<file path="src/rtl/mrsc_pkg.sv">
// mrsc_pkg: shared types, codeword bit positions and the syndrome function
// for the 32-bit MRSC codeword (16 data bits + 16 redundancy bits).
package mrsc_pkg;

   localparam int unsigned WORD_W   = 32;
   localparam int unsigned DATA_W   = 16;
   localparam int unsigned RED_W    = 16;
   localparam int unsigned SYN_W    = 16;
   localparam int unsigned DATA_LSB = 16;

   typedef enum logic [1:0] {
      MRSC_CLEAN         = 2'd0,
      MRSC_CORRECTED     = 2'd1,
      MRSC_CHECK_ERR     = 2'd2,
      MRSC_UNCORRECTABLE = 2'd3
   } mrsc_status_t;

   // Data bits: rows A..D, columns 1..4, A1 at the MSB.
   localparam int unsigned POS_A1 = 31;
   localparam int unsigned POS_A2 = 30;
   localparam int unsigned POS_A3 = 29;
   localparam int unsigned POS_A4 = 28;
   localparam int unsigned POS_B1 = 27;
   localparam int unsigned POS_B2 = 26;
   localparam int unsigned POS_B3 = 25;
   localparam int unsigned POS_B4 = 24;
   localparam int unsigned POS_C1 = 23;
   localparam int unsigned POS_C2 = 22;
   localparam int unsigned POS_C3 = 21;
   localparam int unsigned POS_C4 = 20;
   localparam int unsigned POS_D1 = 19;
   localparam int unsigned POS_D2 = 18;
   localparam int unsigned POS_D3 = 17;
   localparam int unsigned POS_D4 = 16;

   // Redundancy bits; the same positions index the 16-bit syndrome.
   localparam int unsigned POS_DI1  = 15;
   localparam int unsigned POS_DI3  = 14;
   localparam int unsigned POS_DI2  = 13;
   localparam int unsigned POS_DI4  = 12;
   localparam int unsigned POS_P1   = 11;
   localparam int unsigned POS_P3   = 10;
   localparam int unsigned POS_P2   = 9;
   localparam int unsigned POS_P4   = 8;
   localparam int unsigned POS_XA13 = 7;
   localparam int unsigned POS_XA24 = 6;
   localparam int unsigned POS_XB13 = 5;
   localparam int unsigned POS_XB24 = 4;
   localparam int unsigned POS_XC13 = 3;
   localparam int unsigned POS_XC24 = 2;
   localparam int unsigned POS_XD13 = 1;
   localparam int unsigned POS_XD24 = 0;

   // Recomputed redundancy XOR received redundancy, in redundancy bit order.
   function automatic logic [SYN_W-1:0] mrsc_syndrome(input logic [WORD_W-1:0] w);
      logic [SYN_W-1:0] calc;
      calc = '0;
      calc[POS_DI1]  = w[POS_A1] ^ w[POS_B2] ^ w[POS_C1] ^ w[POS_D2];
      calc[POS_DI2]  = w[POS_A2] ^ w[POS_B1] ^ w[POS_C2] ^ w[POS_D1];
      calc[POS_DI3]  = w[POS_A3] ^ w[POS_B4] ^ w[POS_C3] ^ w[POS_D4];
      calc[POS_DI4]  = w[POS_A4] ^ w[POS_B3] ^ w[POS_C4] ^ w[POS_D3];
      calc[POS_P1]   = w[POS_A1] ^ w[POS_B1] ^ w[POS_C1] ^ w[POS_D1];
      calc[POS_P2]   = w[POS_A2] ^ w[POS_B2] ^ w[POS_C2] ^ w[POS_D2];
      calc[POS_P3]   = w[POS_A3] ^ w[POS_B3] ^ w[POS_C3] ^ w[POS_D3];
      calc[POS_P4]   = w[POS_A4] ^ w[POS_B4] ^ w[POS_C4] ^ w[POS_D4];
      calc[POS_XA13] = w[POS_A1] ^ w[POS_A3];
      calc[POS_XA24] = w[POS_A2] ^ w[POS_A4];
      calc[POS_XB13] = w[POS_B1] ^ w[POS_B3];
      calc[POS_XB24] = w[POS_B2] ^ w[POS_B4];
      calc[POS_XC13] = w[POS_C1] ^ w[POS_C3];
      calc[POS_XC24] = w[POS_C2] ^ w[POS_C4];
      calc[POS_XD13] = w[POS_D1] ^ w[POS_D3];
      calc[POS_XD24] = w[POS_D2] ^ w[POS_D4];
      return calc ^ w[RED_W-1:0];
   endfunction

endpackage

</file>
<file path="src/rtl/mrsc_decoder_corrector.sv">
// mrsc_decoder_corrector: combinational correction and classification.
//   data     : received 16 data bits
//   syn      : 16-bit syndrome of the received word
//   red      : received 16 redundancy bits (for the residual check)
//   data_c   : corrected data, or received data when not CORRECTED
//   status_c : word classification
module mrsc_decoder_corrector
   import mrsc_pkg::*;
(
   input  logic [DATA_W-1:0] data,
   input  logic [SYN_W-1:0]  syn,
   input  logic [RED_W-1:0]  red,
   output logic [DATA_W-1:0] data_c,
   output mrsc_status_t      status_c
);

   logic [DATA_W-1:0] flip;
   logic [DATA_W-1:0] fixed;
   logic [SYN_W-1:0]  resid;
   logic              multi;

   // A data bit flips only when its column parity, row pair and diagonal all fire.
   always_comb begin
      flip = '0;
      flip[POS_A1-DATA_LSB] = syn[POS_P1] & syn[POS_XA13] & syn[POS_DI1];
      flip[POS_A2-DATA_LSB] = syn[POS_P2] & syn[POS_XA24] & syn[POS_DI2];
      flip[POS_A3-DATA_LSB] = syn[POS_P3] & syn[POS_XA13] & syn[POS_DI3];
      flip[POS_A4-DATA_LSB] = syn[POS_P4] & syn[POS_XA24] & syn[POS_DI4];
      flip[POS_B1-DATA_LSB] = syn[POS_P1] & syn[POS_XB13] & syn[POS_DI2];
      flip[POS_B2-DATA_LSB] = syn[POS_P2] & syn[POS_XB24] & syn[POS_DI1];
      flip[POS_B3-DATA_LSB] = syn[POS_P3] & syn[POS_XB13] & syn[POS_DI4];
      flip[POS_B4-DATA_LSB] = syn[POS_P4] & syn[POS_XB24] & syn[POS_DI3];
      flip[POS_C1-DATA_LSB] = syn[POS_P1] & syn[POS_XC13] & syn[POS_DI1];
      flip[POS_C2-DATA_LSB] = syn[POS_P2] & syn[POS_XC24] & syn[POS_DI2];
      flip[POS_C3-DATA_LSB] = syn[POS_P3] & syn[POS_XC13] & syn[POS_DI3];
      flip[POS_C4-DATA_LSB] = syn[POS_P4] & syn[POS_XC24] & syn[POS_DI4];
      flip[POS_D1-DATA_LSB] = syn[POS_P1] & syn[POS_XD13] & syn[POS_DI2];
      flip[POS_D2-DATA_LSB] = syn[POS_P2] & syn[POS_XD24] & syn[POS_DI1];
      flip[POS_D3-DATA_LSB] = syn[POS_P3] & syn[POS_XD13] & syn[POS_DI4];
      flip[POS_D4-DATA_LSB] = syn[POS_P4] & syn[POS_XD24] & syn[POS_DI3];
   end

   assign fixed = data ^ flip;
   // Correction is trusted only if it fully explains the syndrome.
   assign resid = mrsc_syndrome({fixed, red});
   // More than one syndrome bit set.
   assign multi = |(syn & (syn - SYN_W'(1)));

   // Classification; received data passes through unless the fix is confirmed.
   always_comb begin
      data_c   = data;
      status_c = MRSC_UNCORRECTABLE;
      if (syn == '0) begin
         status_c = MRSC_CLEAN;
      end else if (flip != '0) begin
         if (resid == '0) begin
            data_c   = fixed;
            status_c = MRSC_CORRECTED;
         end
      end else if (!multi) begin
         status_c = MRSC_CHECK_ERR;
      end
   end

endmodule

</file>
<file path="src/rtl/mrsc_decoder.sv">
// mrsc_decoder: two-stage pipelined MRSC decoder with valid/ready handshakes.
//   clk, rst_n         : clock, asynchronous active-low reset
//   in_valid/in_ready  : input handshake, in_word is the received codeword
//   out_valid/out_ready: output handshake, out_data/out_status the result
//   cnt_clear          : synchronous clear of both counters
//   corr_count         : saturating count of CORRECTED or CHECK_ERR words
//   uncorr_count       : saturating count of UNCORRECTABLE words
module mrsc_decoder
   import mrsc_pkg::*;
#(
   parameter int unsigned CNT_W = 16
) (
   input  logic              clk,
   input  logic              rst_n,
   input  logic              in_valid,
   output logic              in_ready,
   input  logic [WORD_W-1:0] in_word,
   output logic              out_valid,
   input  logic              out_ready,
   output logic [DATA_W-1:0] out_data,
   output mrsc_status_t      out_status,
   input  logic              cnt_clear,
   output logic [CNT_W-1:0]  corr_count,
   output logic [CNT_W-1:0]  uncorr_count
);

   logic              s1_valid;
   logic [DATA_W-1:0] s1_data;
   logic [SYN_W-1:0]  s1_syn;
   logic [RED_W-1:0]  s1_red;

   logic              adv_out;
   logic              adv_s1;
   logic              xfer;
   logic [DATA_W-1:0] fix_data_c;
   mrsc_status_t      fix_status_c;

   // Each stage advances when it is empty or the stage ahead moves.
   assign adv_out  = !out_valid || out_ready;
   assign adv_s1   = !s1_valid || adv_out;
   assign in_ready = adv_s1;
   assign xfer     = out_valid && out_ready;

   // Stage 1: capture data, redundancy and syndrome.
   always_ff @(posedge clk or negedge rst_n) begin
      if (!rst_n) begin
         s1_valid <= 1'b0;
         s1_data  <= '0;
         s1_syn   <= '0;
         s1_red   <= '0;
      end else if (adv_s1) begin
         s1_valid <= in_valid;
         if (in_valid) begin
            s1_data <= in_word[WORD_W-1:RED_W];
            s1_syn  <= mrsc_syndrome(in_word);
            s1_red  <= in_word[RED_W-1:0];
         end
      end
   end

   mrsc_decoder_corrector u_corrector (
      .data     (s1_data),
      .syn      (s1_syn),
      .red      (s1_red),
      .data_c   (fix_data_c),
      .status_c (fix_status_c)
   );

   // Stage 2: output register, held while the consumer stalls.
   always_ff @(posedge clk or negedge rst_n) begin
      if (!rst_n) begin
         out_valid  <= 1'b0;
         out_data   <= '0;
         out_status <= MRSC_CLEAN;
      end else if (adv_out) begin
         out_valid <= s1_valid;
         if (s1_valid) begin
            out_data   <= fix_data_c;
            out_status <= fix_status_c;
         end
      end
   end

   // Status counters count on output transfer; clear wins over increment.
   always_ff @(posedge clk or negedge rst_n) begin
      if (!rst_n) begin
         corr_count   <= '0;
         uncorr_count <= '0;
      end else if (cnt_clear) begin
         corr_count   <= '0;
         uncorr_count <= '0;
      end else if (xfer) begin
         if (out_status == MRSC_CORRECTED || out_status == MRSC_CHECK_ERR) begin
            if (corr_count != '1) begin
               corr_count <= corr_count + CNT_W'(1);
            end
         end else if (out_status == MRSC_UNCORRECTABLE) begin
            if (uncorr_count != '1) begin
               uncorr_count <= uncorr_count + CNT_W'(1);
            end
         end
      end
   end

endmodule
</file>
<file path="config.mk">
export PLATFORM = sky130hd
export DESIGN_NAME = mrsc_decoder
export DESIGN_NICKNAME = d
export VERILOG_FILES = /design/src/rtl/mrsc_pkg.sv /design/src/rtl/mrsc_decoder_corrector.sv /design/src/rtl/mrsc_decoder.sv
export SDC_FILE = /design/constraint.sdc
export NUM_CORES = 1
export LEC_CHECK = 0
export ABC_AREA = 0
export CAP_MARGIN = 20
export CORE_MARGIN = 2
export CORE_UTILIZATION = 35
export CTS_CLUSTER_DIAMETER = 50
export DETAILED_ROUTE_END_ITERATION = 10
export GPL_ROUTABILITY_DRIVEN = 1
export PLACE_DENSITY = 0.59
export SKIP_LAST_GASP = 1
export SLEW_MARGIN = 30
export SYNTH_ARGS = -nofsm -noshare
export SYNTH_HDL_FRONTEND = slang
export SYNTH_SLANG_ARGS = --single-unit
export TNS_END_PERCENT = 20
</file>
<file path="constraint.sdc">
create_clock -name clk -period 2.7 [get_ports clk]
set_input_delay 0.405 -clock clk [delete_from_list [all_inputs] [get_ports clk]]
set_output_delay 0.405 -clock clk [all_outputs]
set_load 0.03 [all_outputs]
</file>
# [Yosys cells after proc, flatten, opt, wreduce, memory -nomap -nowiden]
# Index checks and enable logic that the tools add are counted.
[word_totals] register_bits=100 latch_bits=0 mem_bits_rw=0 mem_bits_ro=0 out_inout_bits=52 wordCells=153 n_memories=0
[op_classes] add_sub_neg=3 n_mul=0 n_div=0 magnitude_cmp=0 eq_ne=6 shifts=0 muxes=16 bitwise=100 reduce_logical=19
[op_table] cell="$mux 16" n=12
[op_table] cell="$xor 1x1->1" n=64
[op_table] cell="$xor 16x16->16" n=3
[op_table] cell="$add 16x1->16 const B" n=2
[op_table] cell="$and 1x1->1" n=32
[op_table] cell="$logic_not 16->1" n=2
[op_table] cell="$ne 16x16->1 const B" n=2
[op_table] cell="$and 16x16->16" n=1
[op_table] cell="$reduce_bool 16->1" n=1
[op_table] cell="$reduce_or 16->1" n=1
[op_table] cell="$sub 16x1->16 const B" n=1
[op_table] cell="$reduce_bool 2->1" n=5
[op_table] cell="$mux 2" n=3
[op_table] cell="$eq 2x2->1 const B" n=2
[op_table] cell="$reduce_and 2->1" n=2
[op_table] cell="$reduce_and 4->1" n=1
[op_table] cell="$logic_or 1x1->1" n=3
[op_table] cell="$reduce_and 3->1" n=1
[op_table] cell="$eq 2x1->1 const B" n=1
[op_table] cell="$logic_not 1->1" n=2
[op_table] cell="$ne 2x2->1 const B" n=1
[op_table] cell="$logic_and 1x1->1" n=1
[op_table] cell="$mux 1" n=1

# [Longest topological paths before layout]
[logic_depth] depth_word=11 mapped_depth=11 mapped_depth_nobuf=9

# [By module]
# From an unflattened synthesis, not the netlist that was laid out.
[unflattened] hier_cells=589 hier_area_um2=6259.8
[by_module_without_submodules] module="mrsc_decoder" n_inst=1 cells_each=384 area_per_inst_um2=4677.0 seq_area_each_um2=2502.4
[by_module_without_submodules] module="mrsc_decoder_corrector" n_inst=1 cells_each=205 area_per_inst_um2=1582.8 seq_area_each_um2=0.0

# [Worst setup path after synthesis]
# No wires, ideal clock.
[synth_path] path_kind="reg2reg" from="reg s1_syn[6]" to="reg out_data[3]" t_arrival_ps=2757 required_time_ps=2618 setup_slack_ps=-139 path_stages_with_launch=11 path_cell_list="dfrtp_1 buf_6 xnor2_2 nor2_4 xnor3_1 or3_1 a21o_1 or3_4 buf_6 or4_1 a31oi_1"
[synth_between] elab_chain_cells=11 word_cells_on_any_way=25 classes_between="mux (3); bitwise (19); reduce/logical (3)"
[synth_lines] element="from (decl)" line_no="mrsc_decoder.sv:29" source="logic [SYN_W-1:0] s1_syn;"
[synth_lines] element="from (signal assigned)" line_no="mrsc_decoder.sv:55" source="s1_syn <= mrsc_syndrome(in_word);"
[synth_lines] element="$and 1x1->1 (on tied branches) (2 in a row)" line_no="mrsc_decoder_corrector.sv:28, mrsc_decoder_corrector.sv:26"
[synth_lines] element="$xor 16x16->16" line_no="mrsc_decoder_corrector.sv:43" source="assign fixed = data ^ flip;"
[synth_lines] element="$xor 1x1->1 (on tied branches) (3 in a row)"
[synth_lines] element="$xor 16x16->16" line_no="mrsc_pkg.sv:74" source="return calc ^ w[RED_W-1:0];"
[synth_lines] element="$logic_not 16->1" line_no="mrsc_decoder_corrector.sv:56" source="if (resid == '0) begin"
[synth_lines] element="$mux 16" line_no="mrsc_decoder_corrector.sv:56"
[synth_lines] element="$mux 16" line_no="mrsc_decoder_corrector.sv:55" source="end else if (flip != '0) begin"
[synth_lines] element="$mux 16 *" line_no="mrsc_decoder_corrector.sv:53" source="if (syn == '0) begin"
[synth_lines] element="to (signal assigned)" line_no="mrsc_decoder.sv:78" source="out_data <= fix_data_c;"
[synth_lines] element="to (decl)" line_no="mrsc_decoder.sv:20" source="output logic [DATA_W-1:0] out_data,"
# Mark *: on every way between the ends. The rest lies on a longest branch, timed or not.
# A chain may end at the register's enable or synchronous reset.

# [Worst setup path in the final report]
[layout_path] from="reg s1_data[13]" to="reg out_data[0]"
[layout_between] elab_chain_cells=9 word_cells_on_any_way=13 classes_between="mux (3); bitwise (9); reduce/logical (1)"
[layout_lines] element="from (decl)" line_no="mrsc_decoder.sv:28" source="logic [DATA_W-1:0] s1_data;"
[layout_lines] element="from (signal assigned)" line_no="mrsc_decoder.sv:54" source="s1_data <= in_word[WORD_W-1:RED_W];"
[layout_lines] element="$xor 16x16->16 *" line_no="mrsc_decoder_corrector.sv:43"
[layout_lines] element="$xor 1x1->1 (on tied branches) (3 in a row)" line_no="mrsc_pkg.sv:64, mrsc_pkg.sv:60"
[layout_lines] element="$xor 16x16->16 *" line_no="mrsc_pkg.sv:74"
[layout_lines] element="$logic_not 16->1 *" line_no="mrsc_decoder_corrector.sv:56"
[layout_lines] element="$mux 16 *" line_no="mrsc_decoder_corrector.sv:56"
[layout_lines] element="$mux 16 *" line_no="mrsc_decoder_corrector.sv:55"
[layout_lines] element="$mux 16 *" line_no="mrsc_decoder_corrector.sv:53"
# Marked as above.

==> results.yml <==
run_status:
  status: "complete, but fails checks"
  violations: "negative setup slack"
place:
  portBuffers: 88
  hpwl_um: 11510
  gp_congestion: 0.8892
  place_area_um2: 7576
  dpl_worst_slack_ns: -0.1686
route:
  drcViolationCount: 0
  drt-total-wl_um: 15620
  dr.pass1.iters: 4
  vias: 4900
  ant_nets: 0
  drt_iter0_drc: 251
  wire_per_inst_um: 16.43
  vias_per_cell: 5.152
power:
  switching_share: 0.3436
  clock_power_share: 0.248
  p_int_uw: 3551
  p_sw_uw: 1859
  fin_total_pwr_uw: 5410
  seqPwrFrac: 0.342
  power.density_nw_per_um2: 674.7
  pwr-share-comb: 0.411
  vdd_ir_drop_max_mv: 0.3284
  power.leakage_uw: 0.003289
worst_hold_path:
  min_path_type: "in2async"
die:
  core-area_um2: 16700
  start_util: 0.3610
  die-area_um2: 18290
  fp.dieW_um: 135.3
  rows: 47
  io-pin-count: 89
  die_h_um: 135.3
global_route:
  grt_overflow: 0
  grt_start_max_net_pins: 56
  grt_pass1_wl_um: 25620
  antenna_found_initial: 0
  grt_pass1_vias: 4886
  grt_usage: 0.1773
synthesis:
  synth_edf_count: 0
  async_reset_ff_frac: 1.000
  synthesis.area_um2: 6030
  ys_warn_count: 0
  yosys-top-cells-area: "dfrtp_1 (42%), xnor2_1 (7.3%), xor2_1 (6.4%), mux2_2 (6.0%), xnor3_1 (4.9%)"
  ys_ff_latch: 100
  synth_area_leader_cell: "dfrtp_1"
  ys_seq_area_frac: 0.4150
  synth_ff_type: "dfrtp_1"
  yosys.area.top_type_share: 0.4150
  synth_cells: 592
  synth_cell_type_count: 59
  syn-num-nets: 632
  synth.avg_cell_area_um2: 10.19
cells_and_area:
  postLayoutCoreUtil: 0.4801
  drive_gt1_frac: 0.1997
  fin_area_um2: 8018
  diodes: 0
  area_growth_pct: 32.97
  nNetsFinal: 766
  nFillCells: 1557
clocking:
  clk_pin_slew_worst_paths_ns: 0.07
  clock_tree.buffer_depth: 2
  root_buffer: "clkbuf_16"
  clkSinkCount: 100
  cts_tree: "done"
  clk_latency_ns: 0.35
  hold_buffers: 0
  numCtsBuffers: 9
  htreeDepth: 3
timing:
  fin_crit_ns: 2.835
  fin_ws_ns: -0.1352
  timing.fmax_mhz: 352.7
  worstMarginPinSlew_ns: 0.6285
  finalSetupViolations: 12
  relSlewSlack: 0.5810
  finalHoldViolCount: 0
  period_share: 1.050
  rsz0062_at_grt: "yes"
  fin_skew_ns: 0.01141
  maxSlewViolCount: 0
critical_path:
  required_ns: 2.92
  cp_data_arrival_time_ns: 3.05
  reg2reg_depth: 10
  timing.rr.end: "out_data[0]"
  rr_startpoint: "s1_data[13]"
  start_kind: "flip-flop"
  path_class: "reg2reg"
  rrSetupSlack_ns: -0.14
  endpoint_kind: "flip-flop"
  cp_max_fo: 4
flow_run:
  max_cap_viol_count: 0
-- worst max path at each step --
stage | startpoint | to | slack, ns
after floorplan | s1_syn[7] | out_data[4] | -0.04
after global placement | s1_data[5] | out_data[1] | -0.1
after detailed placement | s1_data[5] | out_data[1] | -0.17
after CTS | s1_red[7] | out_data[1] | -0.09
after global routing | s1_syn[2] | out_status[0] | -0.19
final | s1_data[13] | out_data[0] | -0.14
-- layout make-up --
cell class	count	area, um^2	area share
timing repair buffer	155	1419	0.1770
clock buffer	10	239.0	0.02981
clock inverter	6	70.07	0.008739
sequential	100	2505	0.3124
inverter	2	7.507	0.0009363
tap	220	275.3	0.03433
multi-input combinational	458	3502	0.4368
-- critical path: stages, from the launching register on --
cell	delay (ns)
dfrtp_2	0.42
xnor3_2	0.50
nor4b_4	0.29
a31o_1	0.14
a22oi_2	0.08
or2_4	0.28
buf_4	0.16
nor4_1	0.44
buf_4	0.20
xnor2_1	0.10
o21ai_0	0.09
-- what timing repair did --
item                                    4_1_cts  5_1_grt
resized for setup                             4       13
gates cloned                                  2        1
pin swaps                                     4       14
buffers inserted                              1        3
endpoints found under the setup margin       13       18
-- through the flow --
step / std cells / hold slack, ns / setup TNS, ns
finish: 951 / 0.06775 / -0.9533
global route: 951 / 0.1118 / -2.651
CTS: 947 / 0.07598 / -0.4539
detailed placement: 928 / 0.4629 / -0.9828
global placement: 928 / 0.4502 / -0.1762
floorplan: 592 / 0.1094 / -0.1106
-- power by group through the flow --
stage	Sequential (uW)	Combinational, uW	Clock [uW]
2_1_floorplan	1970	1210	0
3_5_place_dp	1880	2140	0
3_3_place_gp	1870	2110	0
5_1_grt	1870	2400	1450
6_report	1850	2220	1340
4_1_cts	1850	2170	1400
-- cells in the final DEF, fill, tap and decap left out, drive strengths merged, types with 4 or more instances in the layout --
cell type / n
dfrtp: 100
clkdlybuf4s50: 87
buf: 68
nor2: 54
nand2: 51
xnor2: 51
xor2: 44
mux2: 32
nand3: 29
o21ai: 26
o31a: 14
and3: 13
xnor3: 13
nand2b: 12
a21oi: 11
nor4: 11
nand4: 10
clkbuf: 10
nor3: 9
or3: 7
a22o: 5
o2111ai: 5
nor4b: 5
and4: 4
and2: 4
mux2i: 4
a31oi: 4
or4: 4
inv: 4
or2: 4
-- state kept, by name, indices dropped and copies added (netlist names) --
name,cells
corr_count,16
out_data,16
out_status,2
out_valid,1
s1_data,16
s1_red,16
s1_syn,16
s1_valid,1
uncorr_count,16
-- cells by family after synthesis --
kind of cell               synth area share
AOI/OAI and AO/OA                   0.09836
adders and majority gates          0.007886
and+or+nand+nor                      0.1857
DFF                                  0.4150
muxes                               0.06640
buffers and inverters               0.02698
xor gates and xnor gates             0.1996
-- cells in the mapped netlist, types with 5 or more instances --
cell and n:
a21oi_1 11, a22o_1 5, and3_1 13, clkbuf_1 26
dfrtp_1 100, mux2_2 32, nand2_1 51, nand2b_1 12
nand3_1 29, nand4_1 10, nor2_1 52, nor3_1 9
nor4_1 11, o2111ai_1 5, o21ai_0 26, o31a_1 14
xnor2_1 50, xnor3_1 13, xor2_1 44
-- per-layer routing --
metal	GRT usage	vias up	wire, um
met1	0.2450	2372	7224
li1	-	2376	-
met2	0.2783	132	7219
met3	0.02507	20	789
met4	0.07755	0	387
met5	0	-	0
Power figures use the tool's default switching activity.
